===== config.mk =====
export PLATFORM = sky130hd
export DESIGN_NAME = spart_mmio
export DESIGN_NICKNAME = d
export VERILOG_FILES = /design/src/rtl/spart_mmio.sv
export SDC_FILE = /design/constraint.sdc
export NUM_CORES = 1
export LEC_CHECK = 0
export CAP_MARGIN = 0
export CELL_PAD_IN_SITES_DETAIL_PLACEMENT = 2
export CELL_PAD_IN_SITES_GLOBAL_PLACEMENT = 2
export CORE_ASPECT_RATIO = 1.4
export CORE_MARGIN = 2
export CORE_UTILIZATION = 37
export CTS_BUF_LIST = sky130_fd_sc_hd__clkbuf_2
export CTS_CLUSTER_SIZE = 14
export DETAILED_ROUTE_END_ITERATION = 16
export PLACE_DENSITY = 0.86
export SKIP_CTS_REPAIR_TIMING = 1
export SLEW_MARGIN = 0
export SYNTH_ARGS = -nofsm -noshare
export SYNTH_HDL_FRONTEND = slang
export SYNTH_SLANG_ARGS = --single-unit

===== constraint.sdc =====
create_clock -name clk -period 2.95 [get_ports clk]
set_input_delay 0.7375 -clock clk [delete_from_list [all_inputs] [get_ports clk]]
set_output_delay 0.7375 -clock clk [all_outputs]
set_load 0.02 [all_outputs]

===== src/rtl/spart_mmio.sv =====
// spart_mmio: memory-mapped UART with RX/TX byte FIFOs behind TX-data, RX-data and status registers
module spart_mmio #(
  parameter logic [31:0] BASE_ADDR  = 32'h0000001C,
  parameter int          DIVISOR    = 434,
  parameter int          FIFO_DEPTH = 8
) (
  input  logic        clk,
  input  logic        rst_n,
  input  logic        bus_read,
  input  logic        bus_write,
  input  logic [31:0] bus_addr,
  input  logic [31:0] bus_wdata,
  output logic [31:0] bus_rdata,
  output logic        bus_ack,
  input  logic        uart_rxd,
  output logic        uart_txd
);
  localparam int AW = $clog2(FIFO_DEPTH);
  localparam int CW = $clog2(DIVISOR);
  localparam logic [CW-1:0] DIV_M1 = CW'(DIVISOR - 1);
  localparam logic [CW-1:0] HALF_M1 = CW'(DIVISOR / 2 - 1);
  localparam logic [AW:0] FULL = (AW+1)'(FIFO_DEPTH);
  typedef enum logic [1:0] {IDLE, START, DATA, STOP} state_t;
  logic [7:0] rx_mem [FIFO_DEPTH];
  logic [7:0] tx_mem [FIFO_DEPTH];
  logic [AW-1:0] rx_wp, rx_rp, tx_wp, tx_rp;
  logic [AW:0] rx_cnt, tx_cnt;
  logic rx_full, rx_empty, tx_full, tx_empty;
  logic rd, wr, sel_tx, sel_rx, sel_st;
  logic tx_push, tx_pop, rx_push, rx_pop, rx_keep, st_ack, ovr_ev, fe_ev, rx_expire;
  logic overrun, frame_err;
  logic rxd_s1, rxd_s2, rxd_q;
  state_t rx_st, tx_st;
  logic [CW-1:0] rx_tmr, tx_tmr;
  logic [2:0] rx_bit, tx_bit;
  logic [7:0] rx_sh, tx_sh;
  logic unused_ok;
  assign rx_full = rx_cnt == FULL;
  assign rx_empty = rx_cnt == '0;
  assign tx_full = tx_cnt == FULL;
  assign tx_empty = tx_cnt == '0;
  assign rd = bus_read & ~bus_write;
  assign wr = bus_write & ~bus_read;
  assign sel_tx = bus_addr == BASE_ADDR;
  assign sel_rx = bus_addr == BASE_ADDR + 32'd1;
  assign sel_st = bus_addr == BASE_ADDR + 32'd2;
  assign tx_push = wr & sel_tx & ~tx_full;
  assign rx_pop = rd & sel_rx & ~rx_empty;
  assign st_ack = rd & sel_st;
  assign bus_ack = tx_push | rx_pop | st_ack | (rd & sel_tx) | (wr & (sel_rx | sel_st));
  assign bus_rdata = rx_pop ? {24'b0, rx_mem[rx_rp]} :
                     st_ack ? {28'b0, frame_err, overrun, ~tx_full, ~rx_empty} : 32'b0;
  assign tx_pop = (tx_st == IDLE) & ~tx_empty;
  assign rx_expire = (rx_st == STOP) & (rx_tmr == '0);
  assign rx_push = rx_expire & rxd_s2;
  assign fe_ev = rx_expire & ~rxd_s2;
  assign rx_keep = rx_push & (~rx_full | rx_pop);
  assign ovr_ev = rx_push & rx_full & ~rx_pop;
  assign unused_ok = ^bus_wdata[31:8];
  always_ff @(posedge clk) begin
    if (rx_keep) rx_mem[rx_wp] <= rx_sh;
    if (tx_push) tx_mem[tx_wp] <= bus_wdata[7:0];
  end
  always_ff @(posedge clk or negedge rst_n)
    if (!rst_n) begin
      rx_wp <= '0;
      rx_rp <= '0;
      rx_cnt <= '0;
      tx_wp <= '0;
      tx_rp <= '0;
      tx_cnt <= '0;
      overrun <= 1'b0;
      frame_err <= 1'b0;
      rxd_s1 <= 1'b1;
      rxd_s2 <= 1'b1;
      rxd_q <= 1'b1;
    end else begin
      if (rx_keep) rx_wp <= rx_wp + 1'b1;
      if (rx_pop) rx_rp <= rx_rp + 1'b1;
      rx_cnt <= rx_cnt + (AW+1)'(rx_keep) - (AW+1)'(rx_pop);
      if (tx_push) tx_wp <= tx_wp + 1'b1;
      if (tx_pop) tx_rp <= tx_rp + 1'b1;
      tx_cnt <= tx_cnt + (AW+1)'(tx_push) - (AW+1)'(tx_pop);
      overrun <= ovr_ev | (overrun & ~st_ack);
      frame_err <= fe_ev | (frame_err & ~st_ack);
      rxd_s1 <= uart_rxd;
      rxd_s2 <= rxd_s1;
      rxd_q <= rxd_s2;
    end
  always_ff @(posedge clk or negedge rst_n)
    if (!rst_n) begin
      rx_st <= IDLE;
      rx_tmr <= '0;
      rx_bit <= '0;
      rx_sh <= '0;
    end else begin
      case (rx_st)
        IDLE: if (rxd_q & ~rxd_s2) begin
          rx_tmr <= HALF_M1;
          rx_st <= START;
        end
        START: if (rx_tmr != '0) rx_tmr <= rx_tmr - 1'b1;
          else if (rxd_s2) rx_st <= IDLE;
          else begin
            rx_tmr <= DIV_M1;
            rx_bit <= '0;
            rx_st <= DATA;
          end
        DATA: if (rx_tmr != '0) rx_tmr <= rx_tmr - 1'b1;
          else begin
            rx_sh <= {rxd_s2, rx_sh[7:1]};
            rx_tmr <= DIV_M1;
            rx_bit <= rx_bit + 1'b1;
            if (rx_bit == 3'd7) rx_st <= STOP;
          end
        STOP: if (rx_tmr != '0) rx_tmr <= rx_tmr - 1'b1;
          else rx_st <= IDLE;
        default: rx_st <= IDLE;
      endcase
    end
  always_ff @(posedge clk or negedge rst_n)
    if (!rst_n) begin
      tx_st <= IDLE;
      tx_tmr <= '0;
      tx_bit <= '0;
      tx_sh <= '0;
      uart_txd <= 1'b1;
    end else begin
      case (tx_st)
        IDLE: if (tx_pop) begin
          tx_sh <= tx_mem[tx_rp];
          tx_tmr <= DIV_M1;
          uart_txd <= 1'b0;
          tx_st <= START;
        end
        START: if (tx_tmr != '0) tx_tmr <= tx_tmr - 1'b1;
          else begin
            uart_txd <= tx_sh[0];
            tx_sh <= tx_sh >> 1;
            tx_tmr <= DIV_M1;
            tx_bit <= '0;
            tx_st <= DATA;
          end
        DATA: if (tx_tmr != '0) tx_tmr <= tx_tmr - 1'b1;
          else begin
            uart_txd <= (tx_bit == 3'd7) | tx_sh[0];
            tx_sh <= tx_sh >> 1;
            tx_tmr <= DIV_M1;
            tx_bit <= tx_bit + 1'b1;
            if (tx_bit == 3'd7) tx_st <= STOP;
          end
        STOP: if (tx_tmr != '0) tx_tmr <= tx_tmr - 1'b1;
          else tx_st <= IDLE;
        default: tx_st <= IDLE;
      endcase
    end
endmodule

==> results.json <==
{
  "layout_worst_path_cycle_share_pct": 115,
  "netlist_area_sq_um": 9010,
  "worst_path_dominant_cell_family": "simple AND/OR/NAND/NOR gates",
  "synth-seq-area-share_pct": 62.1,
  "cellLeakagePower_nw": 4.09,
  "top_level_ports": 103,
  "gp_weighted_congestion": 0.795,
  "syn_area_per_cell_sq_um": 14.1,
  "drt-vias-per-instance": 5.41,
  "most_used_flip_flop_cell_after_synthesis": "edfxtp_1",
  "drc_errors": 0,
  "root_buffer": "clkbuf_2",
  "dr_total_vias": 5819,
  "crit_path_start_kind": "input pin",
  "synth_top_cells_by_area": "edfxtp_1 43%, dfrtp_1 18%, mux4_2 8.0%",
  "num-nets-final": 853,
  "layoutNonFillerInstCount": 1075,
  "arrival_time_of_the_worst_setup_path_ps": 2660,
  "multi_input_comb_area_sq_um": 3370,
  "timing_worst_setup_path_type": "input pin to output pin",
  "drt_pre_antenna_iters": 4,
  "post-synth-top-area-cell": "edfxtp_1",
  "timing.final.setup_violations": 10,
  "report.final.hold_viol_count": 0,
  "worst_path_cell_with_the_longest_stage_delay": "clkdlybuf4s50_1",
  "path_cells": "clkdlybuf4s50_1 > nor4bb_1 > and4_2 > and2_1 > nand4_1 > buf_4 > o22ai_4 > buf_6",
  "fillers": 2363,
  "floorplan.initialDensity_pct": 37.6,
  "die_width_um": 136,
  "timing.final.ws_setup_ps": -452,
  "cp_max_fo": 4,
  "timing_worst_slew_pin_value_ps": 897,
  "wl_met2_um": 14700,
  "postSynthCellCount": 637,
  "endpoint_kind": "output pin",
  "drt_iter0_drc": 254,
  "wire_per_inst_um": 23.8,
  "crit_path_max_incr_delay_ps": 480,
  "grt_max_degree": 47,
  "synth_edf_count": 128,
  "status": "finished with violations",
  "topRoutingLayerUsed": "met4",
  "ff_latch_area_sq_um": 5600,
  "rsz_0062_raised_after_global_routing": "yes",
  "cts_max_path_buffers": 2,
  "grt_util_all_layers_pct": 20.1,
  "tritoncts": "yes",
  "timing.fmax_ghz": 0.294,
  "globalRoute.totalOverflow": 0,
  "number_of_antenna_violations_at_the_first_check_in_global_routing": 1,
  "coreArea_sq_um": 24000,
  "grt_first_pass_wirelength_um": 38600,
  "grt_pass1_vias": 6583,
  "synth-async-reset-ratio_pct": 35.4,
  "mostFrequentLayoutCells": "128 x edfxtp_1, 63 x dfrtp_1, 56 x buf_4",
  "cellPowerDensity_nw_per_um2": 521,
  "tritoncts_num_sinks": 198,
  "placedInstanceArea_sq_um": 10200,
  "final.setup_skew_ps": 56.1,
  "ys.warnings.count": 0,
  "met3RoutedLength_um": 596,
  "synth_seq_cells": 198,
  "cp.buffers_inverters": 3,
  "final_max_slew_viol_count": 0,
  "netlist.area_leader.share_pct": 42.7,
  "post_synth_num_cell_types": 66,
  "syn2layout_area_growth_pct": 20.2,
  "layout-drive-gt1-share_pct": 27.2,
  "design.die.area_sq_um": 25600,
  "layout_commonest_cell": "edfxtp_1",
  "finalCoreUtilization_pct": 45.2,
  "dpl.cell_count": 1029,
  "post-route-cell-area_sq_um": 10800,
  "min-delay-path-class": "input pin to flop",
  "cts-htree-levels": 4,
  "place_ws_ps": -1000,
  "hold-worst-slack_ps": 284,
  "max_cap_viol_count": 0,
  "placement.io_buffers": 54,
  "vdd_drop_max_v": 0.000308,
  "clkTransAtPathRegs_ps": 310,
  "crit_required_ps": 2210,
  "dp.final_hpwl_um": 17700,
  "worst_skew_pair.late_latency_ps": 820,
  "final_period_minus_worst_setup_slack_ps": 3400,
  "detail_route.wirelength_um": 25600,
  "max-slew-margin-rel_pct": 40.2,
  "number_of_buffers_inserted_during_clock_tree_synthesis": 17,
  "detail-route-antenna-nets": 0,
  "chipHeight_um": 189,
  "route.layer.met1.wl_um": 9480,
  "violations": "setup timing",
  "rows": 67
}
[layout make-up]
cell class / instances / area share [%]
flip-flops and latches: 198 / 51.7
multi-input cells: 387 / 31.1
repair buffers: 118 / 10.0
well taps: 310 / 3.58
clock inverters: 15 / 1.74
inverters: 29 / 1.00
clock buffers: 17 / 0.785
diodes: 1 / 0.0231
[where the power goes]
part           leakage [nW]  total, mW  switching (mW)  internal, mW
sequential             2.05       3.21           0.140          3.07
clock                 0.153       1.38            1.08         0.294
combinational          1.88       1.05           0.617         0.437
total                  4.09       5.64            1.84          3.80
[cells in the mapped netlist, types with 5 or more instances]
cell      number
a21o_1         5
a21oi_1       33
buf_4         24
clkbuf_1      14
dfrtp_1       66
edfxtp_1     128
ha_1          31
inv_1         29
mux2_2        12
mux2i_1       17
mux4_2        32
nand2_1       36
nand2b_1       6
nor2_1        39
nor3_1        10
nor4_1        15
o21ai_0       33
xnor2_1        8
[cells by family (layout without fill, tap and decap cells)]
family,count (synthesis),in the layout,synth area share [%]
other,1,25,0.0416
buffers and inverters,75,179,4.26
and+or+nand+nor,143,143,8.25
AOI/OAI and AO/OA,113,113,7.83
adders and majority gates,33,33,4.75
muxes,62,62,11.6
DFF,198,198,62.1
xor gates and xnor gates,12,12,1.17
[sequential cells by signal (all words and copies together) (netlist names), 2 cells and up, named ones only]
register / count
tx_tmr: 9
rx_wp: 3
tx_st: 2
tx_bit: 3
rx_sh: 8
rx_mem: 64
tx_sh: 8
rx_rp: 3
rx_bit: 3
tx_cnt: 4
rx_tmr: 9
tx_wp: 3
rx_cnt: 4
tx_rp: 3
tx_mem: 64
[path summary, 6_finish.rpt]
path | startpoint | end | slack (ps) | depth (start not counted)
min reg2reg | rxd_s1 | rxd_s2 | 380 | 0
max reg2reg | rx_tmr[0] | rx_mem[1][5] | 0 | 9
min | uart_rxd | rxd_s1 | 280 | 1
max in group asynchronous | rst_n | rxd_q | 1780 | 3
max | bus_addr[4] | bus_rdata[1] | -450 | 8
min in group asynchronous | rst_n | tx_sh[5] | 450 | 2
[worst reg2reg max path, stage by stage, from the launching register on]
cell	delay (ps)
dfrtp_1	510
inv_2	90
ha_4	140
or3b_4	400
or3_4	360
nor3_4	290
buf_6	150
o211ai_1	220
nor3_2	300
buf_6	200
[layer usage]
metal | vias up | global-route usage (%)
met1 | 3072 | 22.2
li1 | 2590 | -
met4 | 0 | 7.29
met2 | 104 | 38.3
met5 | - | 0
met3 | 53 | 2.99
[metrics by stage]
step,setup TNS [ps],power [mW]
after floorplan,-290,3.83
after global placement,-28830,4.08
after detailed placement,-57780,4.19
after CTS,-13950,5.57
after global routing,-4890,5.89
final,-3170,5.64
Power figures use the tool's default switching activity.
